File: src/rtl/apb_master_ctrl.sv
// APB initiator for the AHB-APB bridge: accepts single requests, decodes one of
// three peripheral selects, runs SETUP/ACCESS and returns a one-cycle response.
//
// state     | meaning
// ST_IDLE   | no transfer in flight, ready for a request
// ST_SETUP  | APB setup phase (psel driven, penable low), request input blocked
// ST_ACCESS | APB access phase (penable high), prdata captured at end of cycle
// ST_ERR    | decode miss, one-cycle error completion without any APB phase
module apb_master_ctrl #(
  parameter int          ADDR_W   = 32,
  parameter int          DATA_W   = 32,
  parameter logic [5:0]  SLV0_TAG = 6'h20,
  parameter logic [5:0]  SLV1_TAG = 6'h21,
  parameter logic [5:0]  SLV2_TAG = 6'h22
) (
  input  logic              Hclk,
  input  logic              Hresetn,
  input  logic              req_valid,
  input  logic              req_write,
  input  logic [ADDR_W-1:0] req_addr,
  input  logic [DATA_W-1:0] req_wdata,
  output logic              req_ready,
  output logic              rsp_valid,
  output logic              rsp_err,
  output logic [DATA_W-1:0] rsp_rdata,
  output logic              pwrite,
  output logic              penable,
  output logic [2:0]        psel,
  output logic [ADDR_W-1:0] paddr,
  output logic [DATA_W-1:0] pwdata,
  input  logic [DATA_W-1:0] prdata
);

  typedef enum logic [1:0] {ST_IDLE, ST_SETUP, ST_ACCESS, ST_ERR} state_e;

  localparam int TAG_LSB = ADDR_W - 6;

  state_e            state_q, state_d;
  logic [2:0]        psel_q, psel_d;
  logic              penable_q, penable_d;
  logic              pwrite_q, pwrite_d;
  logic [ADDR_W-1:0] paddr_q, paddr_d;
  logic [DATA_W-1:0] pwdata_q, pwdata_d;
  logic              rsp_valid_q, rsp_valid_d;
  logic              rsp_err_q, rsp_err_d;
  logic [DATA_W-1:0] rsp_rdata_q, rsp_rdata_d;

  logic [5:0] tag;
  logic [2:0] dec_sel;
  logic       accept;

  assign tag       = req_addr[ADDR_W-1:TAG_LSB];
  assign req_ready = (state_q != ST_SETUP);
  assign accept    = req_valid & req_ready;

  always_comb begin
    dec_sel = 3'b000;
    if (tag == SLV0_TAG)      dec_sel = 3'b001;
    else if (tag == SLV1_TAG) dec_sel = 3'b010;
    else if (tag == SLV2_TAG) dec_sel = 3'b100;
  end

  always_comb begin
    state_d     = state_q;
    psel_d      = psel_q;
    penable_d   = 1'b0;
    pwrite_d    = pwrite_q;
    paddr_d     = paddr_q;
    pwdata_d    = pwdata_q;
    rsp_valid_d = 1'b0;
    rsp_err_d   = 1'b0;
    rsp_rdata_d = rsp_rdata_q;

    unique case (state_q)
      ST_SETUP: begin
        state_d   = ST_ACCESS;
        penable_d = 1'b1;
      end
      ST_ACCESS: begin
        rsp_valid_d = 1'b1;
        rsp_rdata_d = pwrite_q ? '0 : prdata;
      end
      ST_ERR: begin
        rsp_valid_d = 1'b1;
        rsp_err_d   = 1'b1;
        rsp_rdata_d = '0;
      end
      ST_IDLE: ;
    endcase

    // IDLE, ACCESS and ERR share the same accept/next-transfer decision
    if (state_q != ST_SETUP) begin
      if (accept) begin
        paddr_d  = req_addr;
        pwrite_d = req_write;
        pwdata_d = req_wdata;
        if (dec_sel != 3'b000) begin
          state_d = ST_SETUP;
          psel_d  = dec_sel;
        end else begin
          state_d = ST_ERR;
          psel_d  = 3'b000;
        end
      end else begin
        state_d = ST_IDLE;
        psel_d  = 3'b000;
      end
    end
  end

  always_ff @(posedge Hclk or negedge Hresetn) begin
    if (!Hresetn) begin
      state_q     <= ST_IDLE;
      psel_q      <= 3'b000;
      penable_q   <= 1'b0;
      pwrite_q    <= 1'b0;
      paddr_q     <= '0;
      pwdata_q    <= '0;
      rsp_valid_q <= 1'b0;
      rsp_err_q   <= 1'b0;
      rsp_rdata_q <= '0;
    end else begin
      state_q     <= state_d;
      psel_q      <= psel_d;
      penable_q   <= penable_d;
      pwrite_q    <= pwrite_d;
      paddr_q     <= paddr_d;
      pwdata_q    <= pwdata_d;
      rsp_valid_q <= rsp_valid_d;
      rsp_err_q   <= rsp_err_d;
      rsp_rdata_q <= rsp_rdata_d;
    end
  end

  assign psel      = psel_q;
  assign penable   = penable_q;
  assign pwrite    = pwrite_q;
  assign paddr     = paddr_q;
  assign pwdata    = pwdata_q;
  assign rsp_valid = rsp_valid_q;
  assign rsp_err   = rsp_err_q;
  assign rsp_rdata = rsp_rdata_q;

endmodule

File: config.mk
export PLATFORM = sky130hd
export DESIGN_NAME = apb_master_ctrl
export DESIGN_NICKNAME = d
export VERILOG_FILES = /design/src/rtl/apb_master_ctrl.sv
export SDC_FILE = /design/constraint.sdc
export NUM_CORES = 1
export LEC_CHECK = 0
export CORE_MARGIN = 2
export CORE_UTILIZATION = 40
export DETAILED_ROUTE_END_ITERATION = 8
export GPL_ROUTABILITY_DRIVEN = 1
export PLACE_DENSITY = 0.79
export SKIP_CTS_REPAIR_TIMING = 1
export SYNTH_ARGS = -nofsm -noshare
export SYNTH_HDL_FRONTEND = slang
export SYNTH_SLANG_ARGS = --single-unit
export TNS_END_PERCENT = 1
File: constraint.sdc
create_clock -name Hclk -period 2.05 [get_ports Hclk]
set_input_delay 0.41 -clock Hclk [delete_from_list [all_inputs] [get_ports Hclk]]
set_output_delay 0.41 -clock Hclk [all_outputs]
set_load 0.005 [all_outputs]
==> summary.txt <==
Global route
  – GRT overflow: 0
  – Largest net degree at the start of global routing: between 50 and 60
  – Initial antenna violation count: 0
  – First-pass GRT wire length: ~16000 um
  – Vias in the first global route: 3186
  – All-Layer GR Usage: a little under a fifth

Clocking
  – Clock Pin Slew Worst Setup and Hold Paths: 0.09 ns
  – CTS root buf: clkbuf_8
  – CTS tree: built
  – Clock Path Buffers: 2
  – Cts bufs inserted: 9
  – Clock sinks: 105
  – Clk_lat worst skew: 0.35 ns
  – CTS H-tree lvls: 3

Min path
  – Hold path depth: 1
  – Worst Hold Class: flop to flop

Floorplanning
  – Core area: 10100 sq um
  – Chip Width: roughly 110 um
  – Height of the die: around 110 um
  – Initial Utilization: 40.6%
  – I/O pins: a little over 200
  – Die area: ~11000 sq um
  – FP Rows: 37

STA
  – Unrepaired setup endpoints after global routing: no
  – Fin. max-slew vios: 0
  – Setup-failing EPs final: 0
  – Final Worst Setup Slack: 0.197 ns
  – Endpoints failing hold: 0
  – Setup TNS: 0 ns
  – Worst clock skew: 0.0102 ns
  – Min Hold Slack: 0.510 ns
  – Period minus WS final: 1.85 ns
  – Maximum clock rate: 540 MHz
  – Final worst path period share: 90.4%
  – Normalized max-slew margin: 72.6%
  – Slew at the pin closest to its max-slew limit: 0.405 ns

Layout
  – Layout cell share with drive strength beyond 1: 18.0%
  – Non-filler cells in the finished layout: 648
  – Synth-to-layout area growth: 58.7%
  – Nets: 607
  – Layout Cell Area excl Fill: 6530 sq um
  – # diodes: 0
  – Final core utilization: 64.4%

Setup path
  – Setup crit end kind: output pin
  – Worst setup SP type: flop
  – Arr. time, crit path: 1.44 ns
  – Crit Path Max Fanout: 3
  – WP data required: about 1.6 ns
  – Worst Setup Path Type: flop to output pin
  – R2R cell count: 4

Synth
  – Syn_area_per_cell: 13.8 sq um
  – Syn Nets: 398
  – Post-synth ARST share: 100%
  – Warnings from Yosys: 0
  – Synth cell types: 18
  – Cell area after synthesis: 4110 sq um
  – Top_reg_cell synth: dfrtp_1
  – Register area share after synthesis: between 60% and 70%
  – Number of flops mapped to enable cells by yosys: 0
  – Yosys reg bits: 105
  – Cells after Synth: about 300

Routing
  – DRT iter0 DRCs: 93
  – Via density: 4.57
  – Remaining DRCs: 0
  – Final ANT Viol Nets: 0
  – DRT Pass-1 Iters: 4
  – WL final: 10300 um
  – DR vias: 2964
  – DR WL/cell: 15.8 um

Placement
  – GP Congestion: between 0.7 and 0.8
  – Port buffer count: 203
  – DP Wirelength: about 7600 um
  – Dpl ws: 0.0620 ns
  – DP Area: 6340 sq um
  – Placed cells: 631

Power and ir drop
  – PD cells: 748 nW/um^2
  – Total Power: 4.88 mW
  – Leakage power figure: 2.83 nW
  – Peak supply drop: 417 uV

Run status
  – Status: complete, no violations

Run
  – Max Cap Viol: 0
worst paths after layout:
path | from | endpoint | slack [ns]
setup / recovery | state_q[0] | req_ready | 0.20
hold / removal | paddr[27] | paddr[27] | 0.51
setup reg to reg | state_q[1] | paddr[16] | 0.54
hold reg to reg | paddr[27] | paddr[27] | 0.51
max in group asynchronous | Hresetn | paddr[11] | 0.89
min in group asynchronous | Hresetn | rsp_rdata[24] | 0.53
worst max-delay path, stage by stage, from the launching register on:
cell and delay, ns:
dfrtp_1 0.43, nand2b_2 0.14, clkdlybuf4s50_1 0.53
logic make-up (layout without fill, tap and decap cells):
group / Yosys count / after routing / share of synthesized area, %
flip-flops: 105 / 105 / 63.9
multiplexers: 65 / 65 / 21.4
buffers and inverters: 50 / 264 / 5.60
AND/OR/NAND/NOR: 41 / 41 / 4.32
AO/OA/AOI/OAI: 37 / 37 / 4.84
metal layers:
layer	wire (um)	part of all wire [%]	track usage, %	vias to the layer above
li1	-	-	-	1389
met3	701	6.8	4.82	16
met4	176	1.7	6.00	0
met1	4270	42	23.6	1428
met2	5100	50	30.9	131
met5	0	0	0	-
power breakdown:
group          internal [mW]  switching (mW)  leakage, nW  total (mW)
clock                  0.481           0.697       0.0782        1.18
sequential              2.32           0.142         1.29        2.46
combinational          0.856           0.387         1.47        1.24
total                   3.66            1.23         2.83        4.88
placed cells by master, fill, tap and decap left out, types with 3 or more instances in the layout:
| master | n |
|---|---|
| clkinvlp_4 | 4 |
| buf_4 | 5 |
| mux2_4 | 39 |
| dfrtp_1 | 105 |
| mux2_2 | 26 |
| nand2_1 | 36 |
| clkbuf_8 | 10 |
| o21ai_1 | 4 |
| o41ai_1 | 3 |
| clkdlybuf4s50_1 | 202 |
| inv_1 | 35 |
| buf_12 | 4 |
| o21ai_0 | 29 |
Yosys cell counts (all sizes together), types with 3 or more instances:
master | n | area, sq um
nand2 | 37 | 141
dfrtp | 105 | 2630
mux2 | 65 | 878
o41ai | 3 | 26.3
buf | 9 | 76.3
o21ai | 33 | 165
inv | 35 | 131
clkbuf | 5 | 18.8
layout make-up:
cell class                 count  area (sq um)
timing repair buffer         212          2150
tap                          136           170
clock buffer                  11           141
sequential                   105          2630
fill                         805          3610
inverter                      36           135
multi-input combinational    143          1270
clock inverter                 5          38.8
sequential cells by signal, summed over array words and instances (netlist names):
| register | cells |
|---|---|
| paddr | 32 |
| penable | 1 |
| psel | 3 |
| pwdata | 32 |
| pwrite | 1 |
| rsp_err | 1 |
| rsp_rdata | 32 |
| rsp_valid | 1 |
| state_q | 2 |
Power figures use the tool's default switching activity.
